[src/rtl/lectura_rtc.sv]
// lectura_rtc: sweeps the RTC multiplexed bus, reading nine fixed registers
// and publishing each BCD byte with its display slot and a one-cycle strobe.
// All outputs are registered decodes of the current state, so the pins trail
// the state register by one cycle; ocupado rises on the accepting edge.
module lectura_rtc #(
  parameter int unsigned T_FASE = 10,
  parameter int unsigned N_REG  = 9
) (
  input  logic       reloj,
  input  logic       resetM,
  input  logic       iniciar,
  input  logic [7:0] ad_in,
  output logic [7:0] ad_out,
  output logic       ad_oe,
  output logic       cs_n,
  output logic       rd_n,
  output logic       wr_n,
  output logic       a_d,
  output logic [7:0] DIR_DATO,
  output logic [3:0] POSICION,
  output logic       RD,
  output logic       ocupado
);

  typedef enum logic [2:0] {
    IDLE, DIR_SET, DIR_HOLD, PAUSA, LEER, PUBLICA, FIN
  } estado_t;

  localparam logic [7:0] FASE_ULT = 8'(T_FASE - 1);
  localparam logic [3:0] K_ULT    = 4'(N_REG);

  estado_t    estado, estado_sig;
  logic [7:0] fase;
  logic [3:0] k;
  logic       fase_fin;

  assign fase_fin = (fase == FASE_ULT);

  // sweep table: slot index -> RTC register address
  function automatic logic [7:0] dir_rtc(input logic [3:0] i);
    case (i)
      4'd1:    dir_rtc = 8'h23;
      4'd2:    dir_rtc = 8'h22;
      4'd3:    dir_rtc = 8'h21;
      4'd4:    dir_rtc = 8'h43;
      4'd5:    dir_rtc = 8'h42;
      4'd6:    dir_rtc = 8'h41;
      4'd7:    dir_rtc = 8'h24;
      4'd8:    dir_rtc = 8'h25;
      4'd9:    dir_rtc = 8'h26;
      default: dir_rtc = 8'h00;
    endcase
  endfunction

  // next-state: timed phases advance on the last phase cycle
  always_comb begin
    estado_sig = estado;
    case (estado)
      IDLE:     if (iniciar)  estado_sig = DIR_SET;
      DIR_SET:  if (fase_fin) estado_sig = DIR_HOLD;
      DIR_HOLD: if (fase_fin) estado_sig = PAUSA;
      PAUSA:    if (fase_fin) estado_sig = LEER;
      LEER:     if (fase_fin) estado_sig = PUBLICA;
      PUBLICA:  estado_sig = (k < K_ULT) ? DIR_SET : FIN;
      FIN:      estado_sig = IDLE;
      default:  estado_sig = IDLE;
    endcase
  end

  // state, phase counter (cleared on every state change) and slot index
  always_ff @(posedge reloj) begin
    if (resetM) begin
      estado <= IDLE;
      fase   <= 8'd0;
      k      <= 4'd0;
    end else begin
      estado <= estado_sig;
      fase   <= (estado_sig != estado || estado == IDLE) ? 8'd0 : fase + 8'd1;
      if (estado == IDLE && iniciar)
        k <= 4'd1;
      else if (estado == PUBLICA && k < K_ULT)
        k <= k + 4'd1;
    end
  end

  // registered bus/strobe decode; the PUBLICA decode also latches ad_in,
  // which at that edge is the value seen during the last visible LEER cycle
  always_ff @(posedge reloj) begin
    if (resetM) begin
      ad_out   <= 8'h00;
      ad_oe    <= 1'b0;
      cs_n     <= 1'b1;
      rd_n     <= 1'b1;
      wr_n     <= 1'b1;
      a_d      <= 1'b1;
      DIR_DATO <= 8'h00;
      POSICION <= 4'd0;
      RD       <= 1'b1;
      ocupado  <= 1'b0;
    end else begin
      ad_out  <= 8'h00;
      ad_oe   <= 1'b0;
      cs_n    <= 1'b1;
      rd_n    <= 1'b1;
      wr_n    <= 1'b1;
      a_d     <= 1'b1;
      RD      <= 1'b1;
      ocupado <= (estado != IDLE) || iniciar;
      case (estado)
        DIR_SET: begin
          cs_n   <= 1'b0;
          a_d    <= 1'b0;
          wr_n   <= 1'b0;
          ad_oe  <= 1'b1;
          ad_out <= dir_rtc(k);
        end
        DIR_HOLD: begin
          cs_n   <= 1'b0;
          a_d    <= 1'b0;
          ad_oe  <= 1'b1;
          ad_out <= dir_rtc(k);
        end
        LEER: begin
          cs_n <= 1'b0;
          rd_n <= 1'b0;
        end
        PUBLICA: begin
          DIR_DATO <= ad_in;
          POSICION <= k;
          RD       <= 1'b0;
        end
        default: ;
      endcase
    end
  end

endmodule
[config.mk]
export PLATFORM = sky130hd
export DESIGN_NAME = lectura_rtc
export DESIGN_NICKNAME = d
export VERILOG_FILES = /design/src/rtl/lectura_rtc.sv
export SDC_FILE = /design/constraint.sdc
export NUM_CORES = 1
export LEC_CHECK = 0
export ABC_AREA = 1
export CAP_MARGIN = 15
export CORE_MARGIN = 4
export CORE_UTILIZATION = 47
export CTS_BUF_LIST = sky130_fd_sc_hd__clkbuf_4
export CTS_CLUSTER_DIAMETER = 100
export DETAILED_ROUTE_END_ITERATION = 16
export HOLD_SLACK_MARGIN = 0.08
export PLACE_DENSITY = 0.75
export REMOVE_ABC_BUFFERS = 1
export SLEW_MARGIN = 20
export SYNTH_ARGS = -nofsm -noshare
export SYNTH_HDL_FRONTEND = slang
export SYNTH_SLANG_ARGS = --single-unit
export TNS_END_PERCENT = 5
[constraint.sdc]
create_clock -name reloj -period 1.94 [get_ports reloj]
set_input_delay 0.388 -clock reloj [delete_from_list [all_inputs] [get_ports reloj]]
set_output_delay 0.388 -clock reloj [all_outputs]
set_load 0.02 [all_outputs]
==> summary.md, run 1 <==
| Metric | Value |
|---|---|
| Outcome | `finished clean` |
| Largest net degree at the start of global routing | `17` |
| FP Rows | `21` |
| # Max-Cap Violations | `0` |
| Clock root buffer | `clkbuf_4` |
| Number of synthesized flops with an enable pin | `0` |
| Final worst path period share | `0.907` |
| Initial antenna violation count | `0` |
| Crit-path cells | `inv_1, ha_1, nand2_4, nand2_4, nand2_4, nand2_4, nor2_4, nand2_2, nand2_2, nand2_4, nor3_2` |
| Port-buffer cells | `34` |
| Top cells by count, synth | `42 x nand2_1, 39 x dfxtp_1, 20 x a21oi_1` |
| Worst Hold Class | `reg2reg` |
| Slowest Stage Delay on Critical Path | `440 ps` |
| LEAKAGE | `0.845 nW` |
| Peak supply drop | `0.293 mV` |
| Area Overhead vs Synth | `26.4%` |
| Clk buf depth | `2` |
| Total congestion overflow | `0` |
| DRT Wirelength | `3.38 mm` |
| Synth Warn # | `0` |
| First-pass GRT wire length | `5.60 mm` |
| Remaining DRCs | `0` |
| Cells after DPL | `282` |
| Register area | `782 µm²` |
| Min cycle time layout | `1760 ps` |
| Die height | `68.9 µm` |
| Wire per inst | `11.7 µm` |
| Final Skew | `8.94 ps` |
| Post-route ant nets | `0` |
| Slowest CP cell | `dfxtp_1` |
| Fin Setup TNS | `0 ps` |
| Total GRT Usage | `0.162` |
| I/O pins | `38` |
| Vias post-DR | `1426` |
| # clock sinks | `39` |
| Worst path bufs/invs | `1` |
| Required @ worst endpoint | `2220 ps` |
| Routability congestion estimate | `0.849` |
| FFs w/ async S/R, synth | `0` |
| Final Hold Fails | `0` |
| Final nets | `262` |
| DR iter-0 viols | `63` |
| Multi-input combinational cell area | `858 µm²` |
| Vias in the first global route | `1278` |
| Layout cell share with drive strength beyond 1 | `0.160` |
| Fill count | `314` |
| Setup violations, final | `0` |
| Worst-Skew Late Latency | `350 ps` |
| Crit. End Element | `register` |
| Reg-to-Reg Start | `k[1]$_SDFFE_PP0P_` |
| Starting Density | `0.503` |
| Largest cells by area after synthesis | `dfxtp_1 45%, nand2_1 9.0%, a21oi_1 5.7%` |
| Crit path DAT | `2040 ps` |
| Routed vias/inst | `4.92` |
| H-tree depth | `2` |
| ANT cells | `0` |
| Predominant post-synthesis flop cell | `dfxtp_1` |
| CP Class | `reg2reg` |
| Fmax | `0.568 GHz` |
| Power per cell area | `677 nW/µm²` |
| Startpoint Class | `register` |
| Max-slew violation count | `0` |
| Die Width | `68.9 µm` |
| Clock slew seen by the registers of the worst setup and hold paths | `120 ps` |
| CTS buffer count | `5` |
| CTS tree | `yes` |
| Yosys top cell area share | `0.448` |
| Synth cell types | `33` |
| DP HPWL | `2.47 mm` |
| Non-Filler Instances | `290` |
| Number of synthesized register bits | `39` |
| Core area | `3470 µm²` |
| Post-synthesis cell count | `204` |
| Syn Area/Cell | `8.55 µm²` |
| Sequential element share of the synthesized area | `0.448` |
| Cell Area, Synth | `1740 µm²` |
| TritonRoute pass-1 iters | `4` |
| RSZ-0062 raised after global routing | `no` |
| Top delay family on crit path | `simple AND/OR/NAND/NOR gates` |
| Crit path launch | `k[1]$_SDFFE_PP0P_` |
| Most used cell, CP | `nand2_4` |
| Hold Path Origin | `DIR_DATO[0]$_SDFFE_PP0N_` |
| Die area | `4750 µm²` |
| Cell taking the most area after synthesis | `dfxtp_1` |
| Crit path max fanout | `8` |
| Count leader, synth | `nand2_1` |
-- worst register-to-register path: stages (launching register included) --
cell,delay [ps]
dfxtp_1,440
inv_1,130
ha_1,270
nand2_4,100
nand2_4,60
nand2_4,110
nand2_4,60
nor2_4,140
nand2_2,60
nand2_2,70
nand2_4,100
nor3_2,160
-- layout by cell type (no fill, tap or decap), types with 2 or more instances in the layout --
master / count
nor2_4: 2
nand2_4: 5
nand3_1: 10
inv_1: 10
nand4_1: 2
a21oi_1: 20
nor2_1: 15
a211oi_1: 2
xor2_1: 5
o211ai_1: 2
nand2_1: 42
inv_2: 6
ha_1: 8
buf_4: 4
nand2_2: 2
nor3_2: 8
clkbuf_4: 5
dfxtp_1: 38
o21ai_0: 5
clkdlybuf4s50_1: 34
xnor2_1: 2
conb_1: 3
-- metrics by stage --
step / hold WS (ps) / area (µm²) / setup slack [ps] / util / power (mW)
2_1_floorplan: 457 / 1700 / 260 / - / 0.927
3_3_place_gp: 451 / 2130 / 241 / 0.613 / 0.986
3_5_place_dp: 457 / 2130 / 165 / 0.613 / 0.987
4_1_cts: 475 / 2200 / 127 / 0.635 / 1.52
5_1_grt: 491 / 2200 / 16.5 / 0.636 / 1.57
6_report: 470 / 2200 / 181 / 0.636 / 1.49
-- cell type report --
cell class,count,share of cell area
Clock inverter,3,0.0176
Inverter,16,0.0272
Tap cell,46,0.0261
Clock buffer,5,0.0170
Sequential cell,39,0.355
Timing Repair Buffer,38,0.168
Multi-Input combinational cell,143,0.389
-- sequential cells by signal, summed over array words and instances (netlist names), 3 cells and up --
name	flops
fase	8
DIR_DATO	8
k	4
ad_out	5
estado	3
POSICION	4
-- routing by layer --
layer	track usage	routed length [µm]	up-vias
met2	0.251	1490	47
met4	0.0876	72	0
met5	0	0	-
met1	0.195	1510	626
li1	-	-	746
met3	0.0583	308	7
-- power by group --
part | internal, mW | switching (mW) | leakage, nW
sequential | 0.814 | 0.0119 | 0.316
clock | 0.265 | 0.257 | 0.0426
combinational | 0.0606 | 0.0831 | 0.486
-- repair_timing --
item                       CTS  global route
buffers inserted             0             0
setup endpoints to repair    0             4
resized for setup            0             1
hold buffers                 0             0
-- cells by family (layout without fill, tap and decap cells) --
kind of cell / count (synthesis) / count (layout) / share of synthesized area
AOI/OAI and AO/OA: 34 / 34 / 0.110
DFF: 39 / 39 / 0.448
xor gates and xnor gates: 7 / 7 / 0.0352
buffers and inverters: 24 / 62 / 0.0646
and+or+nand+nor: 91 / 91 / 0.283
adders and majority gates: 8 / 8 / 0.0574
other: 1 / 3 / 0.00215
-- path summary, 6_finish.rpt --
path         slack (ps)  depth (start not counted)                       end
max reg2reg         180                         11        fase[3]$_SDFF_PP0_
min                 470                          2  DIR_DATO[0]$_SDFFE_PP0N_
max                 180                         11        fase[3]$_SDFF_PP0_
min reg2reg         470                          2  DIR_DATO[0]$_SDFFE_PP0N_
Note: power is estimated with default switching activity, not from simulation.
==> inputs of run 2 (changes only) <==
- SLEW_MARGIN: 20 -> 25
==> results of run 2 <==
Final layout, timing and power as in run 1 (identical DEF).
==> inputs of run 3 (changes only) <==
- CAP_MARGIN: 15 -> 25
- CORE_MARGIN: 4 -> default
- GPL_TIMING_DRIVEN: default -> 0
==> run 3 against run 2 <==
Cell count fell by 1.7%. Register-to-register slack barely moved. Global-route usage rose by 1.9 points. Flip-flop and latch count did not move. Non-clock buffer count fell by 4. Critical path depth did not move. Worst hold slack got worse by 1.3 ps. Worst setup slack improved by 4.3 ps. Largest cell class unchanged. Die area fell by 17%. Total power fell by 10%. Count of clock-buffer cells in the layout did not move. Sequential share of layout area rose by 0.77 points.
==> summary.md, run 3 (synthesized netlist as in run 1, its figures left out) <==
| Metric | Value |
|---|---|
| Clock root buffer | `clkbuf_4 (unchanged)` |
| Outcome | `finished clean (unchanged)` |
| Final worst path period share | `0.905 (was 0.907)` |
| Setup violations, final | `0 (unchanged)` |
| Final Skew | `4.76 ps (was 8.94 ps)` |
| # Max-Cap Violations | `0 (unchanged)` |
| Crit path max fanout | `8 (unchanged)` |
| RSZ-0062 raised after global routing | `no (unchanged)` |
| R2r endpoint | `fase[2]$_SDFF_PP0_ (was fase[3]$_SDFF_PP0_)` |
| Startpoint Class | `register (unchanged)` |
| # clock sinks | `39 (unchanged)` |
| # Post-CTS Setup Buffers | `0 (unchanged)` |
| Crit-path cells | `inv_1, ha_1, nand2_4, nand2_4, nand2_4, nand2_4, nor2_4, nand2_2, nand2_2, nand2_4, nor3_2 (unchanged)` |
| Core area | `3440 µm² (was 3470 µm²)` |
| Fmax | `0.570 GHz (was 0.568 GHz)` |
| Post-route ant nets | `0 (unchanged)` |
| DP HPWL | `2.25 mm (was 2.47 mm)` |
| ANT cells | `0 (unchanged)` |
| Crit. End Element | `register (unchanged)` |
| Hold Path Origin | `DIR_DATO[4]$_SDFFE_PP0N_ (was DIR_DATO[0]$_SDFFE_PP0N_)` |
| Worst hold stages | `2 (unchanged)` |
| CTS buffer count | `5 (unchanged)` |
| Max-slew violation count | `0 (unchanged)` |
| Largest net degree at the start of global routing | `19 (was 17)` |
| Most frequent cells in the layout | `42 x nand2_1, 36 x dfxtp_1, 33 x clkdlybuf4s50_1 (was 42 x nand2_1, 38 x dfxtp_1, 34 x clkdlybuf4s50_1)` |
| Port-buffer cells | `34 (unchanged)` |
| DRT Wirelength | `3.28 mm (was 3.38 mm)` |
| Die height | `62.9 µm (was 68.9 µm)` |
| Commonest non-fill, non-tap cell in the layout | `nand2_1 (unchanged)` |
| Clk buf depth | `2 (unchanged)` |
| Worst Hold Class | `reg2reg (unchanged)` |
| Clock slew seen by the registers of the worst setup and hold paths | `110 ps (was 120 ps)` |
| Routed vias/inst | `5.00 (was 4.92)` |
| Remaining DRCs | `0 (unchanged)` |
| Vias post-DR | `1425 (was 1426)` |
| Wire per inst | `11.5 µm (was 11.7 µm)` |
| I/O pins | `38 (unchanged)` |
| FP Rows | `21 (unchanged)` |
| Die Width | `62.9 µm (was 68.9 µm)` |
| Slowest Stage Delay on Critical Path | `430 ps (was 440 ps)` |
| Required @ worst endpoint | `2210 ps (was 2220 ps)` |
| Crit path DAT | `2030 ps (was 2040 ps)` |
| Min cycle time layout | `1760 ps (about the same)` |
| Worst path bufs/invs | `1 (unchanged)` |
| Top delay family on crit path | `simple AND/OR/NAND/NOR gates (unchanged)` |
| Hold Path Sink | `DIR_DATO[4]$_SDFFE_PP0N_ (was DIR_DATO[0]$_SDFFE_PP0N_)` |
| Area Overhead vs Synth | `24.1% (was 26.4%)` |
| Slowest CP cell | `dfxtp_2 (was dfxtp_1)` |
| Most used cell, CP | `nand2_4 (unchanged)` |
| Die area | `3960 µm² (was 4750 µm²)` |
| Routability congestion estimate | `0.904 (was 0.849)` |
| Reg-to-Reg Start | `k[0]$_SDFFE_PP0P_ (was k[1]$_SDFFE_PP0P_)` |
| Starting Density | `0.507 (was 0.503)` |
| First-pass GRT wire length | `5.74 mm (was 5.60 mm)` |
| R2r setup slk | `180 ps (about the same)` |
| LEAKAGE | `0.820 nW (was 0.845 nW)` |
| Total congestion overflow | `0 (unchanged)` |
| DR iter-0 viols | `39 (was 63)` |
| Layout cell share with drive strength beyond 1 | `0.159 (was 0.160)` |
| Peak supply drop | `0.259 mV (was 0.293 mV)` |
| Measured slew at the worst slew-check pin | `574 ps` |
| CP Class | `reg2reg (unchanged)` |
| R2r worst-path depth | `11 (unchanged)` |
| H-tree depth | `2 (unchanged)` |
| Top Registers | `DIR_DATO x8, fase x8, ad_out x5 (unchanged)` |
| Non-Filler Instances | `285 (was 290)` |
| Core Util, Final | `0.629 (was 0.636)` |
| Vias in the first global route | `1360 (was 1278)` |
| Power per cell area | `619 nW/µm² (was 677 nW/µm²)` |
| Cells after DPL | `278 (was 282)` |
| Initial antenna violation count | `0 (unchanged)` |
| Final Hold Fails | `0 (unchanged)` |
| Final nets | `258 (was 262)` |
| CTS tree | `yes (unchanged)` |
| Worst-Skew Late Latency | `340 ps (was 350 ps)` |
| TritonRoute pass-1 iters | `4 (unchanged)` |
| Slew headroom | `0.616` |
| Total GRT Usage | `0.181 (was 0.162)` |
## run 3: cell count changes in the layout (fill, tap and decap cells not counted), sizes merged
| cell | before | now |
|---|---|---|
| dlymetal6s2s | 0 | 1 |
| bufinv | 1 | 0 |
| clkdlybuf4s50 | 34 | 33 |
| buf | 4 | 0 |
## run 3: cell type report
| cell class | instances | area, µm² |
|---|---|---|
| multi-input cells | 143 | 871 |
| clock buffers | 5 | 37.5 |
| repair buffers | 34 | 343 |
| flip-flops and latches | 39 | 785 |
| well taps | 46 | 57.6 |
| fillers | 308 | 1280 |
| inverters | 16 | 62.6 |
| clock inverters | 2 | 8.76 |
## run 3: where the power goes
part / switching (mW) / total [mW] / internal [mW]
Combinational: 0.0835 / 0.141 / 0.0576
Clock: 0.243 / 0.372 / 0.128
Sequential: 0.0133 / 0.828 / 0.814
## run 3: worst max-delay path by stage
stage | startpoint | endpoint | slack, ps | cells after the start
after floorplan | estado[0]$_SDFF_PP0_ | fase[0]$_SDFF_PP0_ | 260 | 8
after global placement | resetM | fase[6]$_SDFF_PP0_ | -310 | 8
after detailed placement | resetM | fase[2]$_SDFF_PP0_ | -360 | 8
after CTS | resetM | fase[2]$_SDFF_PP0_ | 0.5 | 8
after global routing | k[1]$_SDFFE_PP0P_ | fase[2]$_SDFF_PP0_ | 30 | 10
final | k[0]$_SDFFE_PP0P_ | fase[2]$_SDFF_PP0_ | 180 | 11
## run 3: timing repair
item,in CTS,in global routing
endpoints found under the hold margin,0,0
hold buffers,0,0
gates resized for setup,2,6
setup endpoints to repair,9,8
## run 3: per-stage QoR
stage	area [µm²]	hold WS [ps]	power, mW	setup TNS [ps]	setup slack, ps
6_report	2160	468	1.34	0	185
5_1_grt	2160	490	1.41	0	30.7
4_1_cts	2150	473	1.36	0	0.465
3_5_place_dp	2100	457	0.984	-3570	-363
3_3_place_gp	2100	452	0.982	-2890	-308
2_1_floorplan	1700	457	0.927	0	260
## run 3: worst reg2reg max path, cell delays in order, from the launching register on
cell and delay (ps):
dfxtp_2 430, inv_1 90, ha_1 270, nand2_4 110, nand2_4 60, nand2_4 120
nand2_4 60, nor2_4 150, nand2_2 60, nand2_2 80, nand2_4 100, nor3_2 170
## run 3: per-layer routing
| layer | up-vias | global-route usage | share of wire |
|---|---|---|---|
| met2 | 38 | 0.317 | 0.48 |
| met4 | 0 | 0.0959 | 0.025 |
| li1 | 735 | - | - |
| met3 | 10 | 0.0420 | 0.045 |
| met5 | - | 0 | 0 |
| met1 | 642 | 0.202 | 0.45 |
